$ cat src/rtl/async_fifo_rd_stream.sv
// Read-side consumer for an async FIFO: pops first-word-fall-through words into a
// 2-entry skid buffer and presents them on a valid/ready stream, with a drain-flush mode.
module async_fifo_rd_stream #(
  parameter int WIDTH   = 8,
  parameter int COUNT_W = 16
) (
  input  logic               rclk,
  input  logic               rrst_n,
  input  logic               rempty,
  input  logic [WIDTH-1:0]   rdata,
  output logic               rinc,
  output logic               m_valid,
  input  logic               m_ready,
  output logic [WIDTH-1:0]   m_data,
  input  logic               flush,
  output logic               flushing,
  output logic [COUNT_W-1:0] word_cnt
);

  typedef enum logic {
    ST_RUN   = 1'b0,
    ST_FLUSH = 1'b1
  } state_t;

  localparam logic [COUNT_W-1:0] CNT_ONE = COUNT_W'(1);

  state_t             r_state;
  logic [1:0]         r_occ;
  logic [WIDTH-1:0]   r_head;
  logic [WIDTH-1:0]   r_tail;
  logic [COUNT_W-1:0] r_word_cnt;

  logic w_run;
  logic w_full;
  logic w_rinc;
  logic w_valid;
  logic w_beat;

  assign w_run   = (r_state == ST_RUN);
  assign w_full  = (r_occ == 2'd2);
  // The pop request only looks at local state and rempty, never at m_ready;
  // it is also held low while reset is asserted so the FIFO is never popped then.
  assign w_rinc  = rrst_n && !rempty && (!w_run || !w_full);
  assign w_valid = w_run && (r_occ != 2'd0);
  assign w_beat  = w_valid && m_ready;

  assign rinc     = w_rinc;
  assign m_valid  = w_valid;
  assign m_data   = r_head;
  assign flushing = (r_state == ST_FLUSH);
  assign word_cnt = r_word_cnt;

  always_ff @(posedge rclk or negedge rrst_n) begin
    if (!rrst_n) begin
      r_state    <= ST_RUN;
      r_occ      <= 2'd0;
      r_head     <= '0;
      r_tail     <= '0;
      r_word_cnt <= '0;
    end else begin
      if (w_beat) begin
        r_word_cnt <= r_word_cnt + CNT_ONE;
      end
      case (r_state)
        ST_RUN: begin
          if (flush) begin
            r_state <= ST_FLUSH;
            r_occ   <= 2'd0;
          end else begin
            case ({w_rinc, w_beat})
              2'b10: begin
                if (r_occ == 2'd0) begin
                  r_head <= rdata;
                end else begin
                  r_tail <= rdata;
                end
                r_occ <= r_occ + 2'd1;
              end
              2'b01: begin
                r_head <= r_tail;
                r_occ  <= r_occ - 2'd1;
              end
              2'b11: begin
                // Push and pop together: occupancy holds, head advances.
                if (w_full) begin
                  r_head <= r_tail;
                  r_tail <= rdata;
                end else begin
                  r_head <= rdata;
                end
              end
              default: begin
              end
            endcase
          end
        end
        ST_FLUSH: begin
          if (!flush && rempty) begin
            r_state <= ST_RUN;
          end
        end
        default: begin
          r_state <= ST_RUN;
        end
      endcase
    end
  end

endmodule

$ cat config.mk
export PLATFORM = sky130hd
export DESIGN_NAME = async_fifo_rd_stream
export DESIGN_NICKNAME = d
export VERILOG_FILES = /design/src/rtl/async_fifo_rd_stream.sv
export SDC_FILE = /design/constraint.sdc
export NUM_CORES = 1
export LEC_CHECK = 0
export ABC_AREA = 1
export BUFFER_PORTS_ARGS = -buffer_cell sky130_fd_sc_hd__buf_2
export CORE_MARGIN = 2
export CORE_UTILIZATION = 30
export CTS_CLUSTER_DIAMETER = 80
export DETAILED_ROUTE_END_ITERATION = 10
export HOLD_SLACK_MARGIN = 0.06
export SLEW_MARGIN = 20
export SYNTH_ARGS = -nofsm -noshare
export SYNTH_HDL_FRONTEND = slang
export SYNTH_SLANG_ARGS = --single-unit
$ cat constraint.sdc
create_clock -name rclk -period 3.96 [get_ports rclk]
set_clock_uncertainty 0.05 [all_clocks]
set_input_delay 0.594 -clock rclk [delete_from_list [all_inputs] [get_ports rclk]]
set_output_delay 0.594 -clock rclk [all_outputs]
set_load 0.05 [all_outputs]
==> impl_metrics.py <==
metrics = {
    "run_status": {
        "status": "finished clean",
    },
    "floorplan": {
        "die_area_mm2": 0.007531,
        "start_util_pct": 30.60,
        "die_w_um": 86.78,
        "num_rows": 30,
        "coreArea_mm2": 0.006719,
        "ios": 40,
        "die_y_um": 86.78,
    },
    "pwr": {
        "p_sw_share_pct": 40.02,
        "p_int_mw": 0.7357,
        "seqPwrFrac_pct": 40.0,
        "p_leak_nw": 1.284,
        "clkPwrFrac_pct": 27.7,
        "pwr_density_cell_mw_per_mm2": 505.9,
        "finalPower_mw": 1.227,
        "power_frac_comb_pct": 32.3,
        "irDropWorstVdd_v": 0.0001883,
        "switchingPower_mw": 0.4910,
    },
    "place": {
        "dp_worst_setup_slack_ps": 1757,
        "placed_cells": 401,
        "dp_hpwl_mm": 3.396,
        "placed_area_mm2": 0.002307,
        "io_buffers": 39,
        "place.gp.congestion": 0.7644,
    },
    "grt": {
        "first_global_vias": 1799,
        "antenna_found_initial": 0,
        "grt_pass1_wl_mm": 8.286,
        "overflow": 0,
        "track_usage_pct": 13.84,
        "grt_max_degree": 36,
    },
    "worst_setup_path": {
        "r2r_slack_ps": 2100,
        "crit_top_cell": "inv_1",
        "r2r_end": "word_cnt[10]",
        "crit_fanout": 13,
        "crit_chain": "inv_1 -> nand3_1 -> nand2_2 -> inv_1 -> buf_2",
        "worstPathRequired_ps": 3320,
        "crit_slowest_cell": "dfrtp_1",
        "slowest_delay_ps": 470,
        "r2r-start": "r_occ[1]",
        "worstSetupEndpointType": "primary output",
        "worst_setup_path_start_kind": "register",
        "reg2reg_depth": 9,
        "critical_path_class": "reg2out",
        "worstPathArrival_ps": 1630,
    },
    "final_layout": {
        "drive_gt1_share_pct": 18.84,
        "num_antenna_cells": 0,
        "synthToLayoutAreaGrowth_pct": 17.96,
        "final_util_pct": 36.09,
        "stdcell_area_mm2": 0.002425,
        "num-nets-final": 342,
        "fillers": 730,
        "instances_no_fill": 409,
    },
    "clock_network": {
        "cts_buffers": 5,
        "clock_sinks": 35,
        "cts_resized": 0,
        "clk_pin_slew_ps": 80,
        "clock_tree.buffer_depth": 2,
        "cts_setup_buffers": 0,
        "worstSkewPairLatency_ps": 280,
        "cts_tree": "done",
        "postCtsHoldBufs": 0,
        "htreeDepth": 2,
        "root_buffer": "clkbuf_8",
    },
    "timing": {
        "period_share_pct": 57.51,
        "tightest_slew_ps": 774.2,
        "fmax_mhz": 439.1,
        "setup_slack_ps": 1683,
        "period_needed_ps": 2277,
        "finalSetupViolCount": 0,
        "rsz0062_at_grt": "no",
        "finalHoldViolCount": 0,
        "setup_tns_ps": 0,
        "holdWs_ps": 318.9,
        "slew_headroom_pct": 48.22,
        "slew_violations": 0,
    },
    "synth": {
        "ys_seq_area_share_pct": 42.60,
        "synthDistinctLibCells": 23,
        "synthArstFlopShare_pct": 100.0,
        "yosys.area.top_type": "dfrtp_1",
        "syn_area_per_cell_um2": 7.163,
        "synth_top_area_share_pct": 42.60,
        "synth_area_mm2": 0.002056,
        "synth_edf_count": 0,
        "synthCells": 287,
        "yosysMostFrequentCell": "nand2_1",
        "synth-seq-cells": 35,
        "synth_flop_cell": "dfrtp_1",
        "synth_common_cells": "nand2_1 (104), nor2_1 (46), dfrtp_1 (35)",
        "synth_warnings": 0,
        "synth.area.top_cells": "dfrtp_1 (43%), nand2_1 (19%), nor2_1 (8.4%)",
        "syn_nets": 301,
    },
    "job": {
        "maxCapViolations": 0,
    },
    "detailed_routing": {
        "drt_iter0_markers": 53,
        "remaining_drc_errors": 0,
        "ant_nets": 0,
        "vias_per_cell": 4.543,
        "vias": 1858,
        "wire_per_inst_um": 11.66,
        "wirelength_mm": 4.767,
        "first_pass_iters": 4,
    },
    "hold_path": {
        "hold_path_class": "in2async",
    },
}
-- power groups by stage --
stage          sequential [mW]  clock [mW]  combinational [mW]
2_1_floorplan            0.659           0               0.137
3_3_place_gp             0.496           0               0.397
3_5_place_dp             0.497           0               0.401
4_1_cts                  0.491       0.350               0.403
5_1_grt                  0.503       0.365               0.441
6_report                 0.490       0.340               0.397
-- worst max-delay path by stage --
stage | from | endpoint | slack [ps] | cells past startpoint
finish | flushing | rinc | 1680 | 5
CTS | flushing | rinc | 1660 | 5
global route | flushing | rinc | 1570 | 5
global placement | rrst_n | rinc | 1780 | 6
floorplan | flushing | rinc | 1860 | 4
detailed placement | rrst_n | rinc | 1760 | 6
-- critical path, delay by kind of cell, from the launching register on --
kind	cells	cell delay [ps]
buf+inv	3	530
flops	1	470
simple gates	2	340
-- flip-flops by register name (all words and copies together), names as in the netlist --
signal	cells
r_occ	2
flushing	1
word_cnt	16
m_data	8
r_tail	8
-- logic make-up after synthesis --
kind of cell | Yosys count | synth area share, %
AO/OA/AOI/OAI | 25 | 6.452
buffers and inverters | 31 | 7.060
XOR/XNOR | 9 | 3.835
AND/OR/NAND/NOR | 186 | 39.44
flip-flops | 35 | 42.60
adder cells (fa/ha/maj) | 1 | 0.6085
-- area by class of cell --
class | instances | area [um2] | share of cell area [%]
clock buffer | 6 | 82.58 | 3.406
clock inverter | 2 | 35.03 | 1.445
inverter | 25 | 93.84 | 3.870
multi-input combinational | 221 | 1035 | 42.67
sequential | 35 | 875.8 | 36.12
tap | 80 | 100.1 | 4.128
timing repair buffer | 40 | 202.7 | 8.359
-- placed cells by master, fill, tap and decap left out, types with 2 or more instances in the layout --
master,synthesis,final
clkbuf_8,0,6
inv_1,23,23
nor2_1,46,46
buf_2,2,39
nand2_2,3,3
dfrtp_1,35,35
nor2_4,4,4
nand3_1,23,23
xnor2_1,3,3
o21ai_0,22,22
nand2_1,104,104
nor3_4,2,2
xor2_1,6,6
nand3b_1,2,2
-- per-layer routing --
layer  GRT usage, %  part of all wire (%)  vias up
li1               -                     -      975
met1          17.81                    47      844
met2          23.39                    47       37
met3          3.524                   5.2        2
met4          2.983                  0.44        0
met5              0                     0        -
Power figures use the tool's default switching activity.
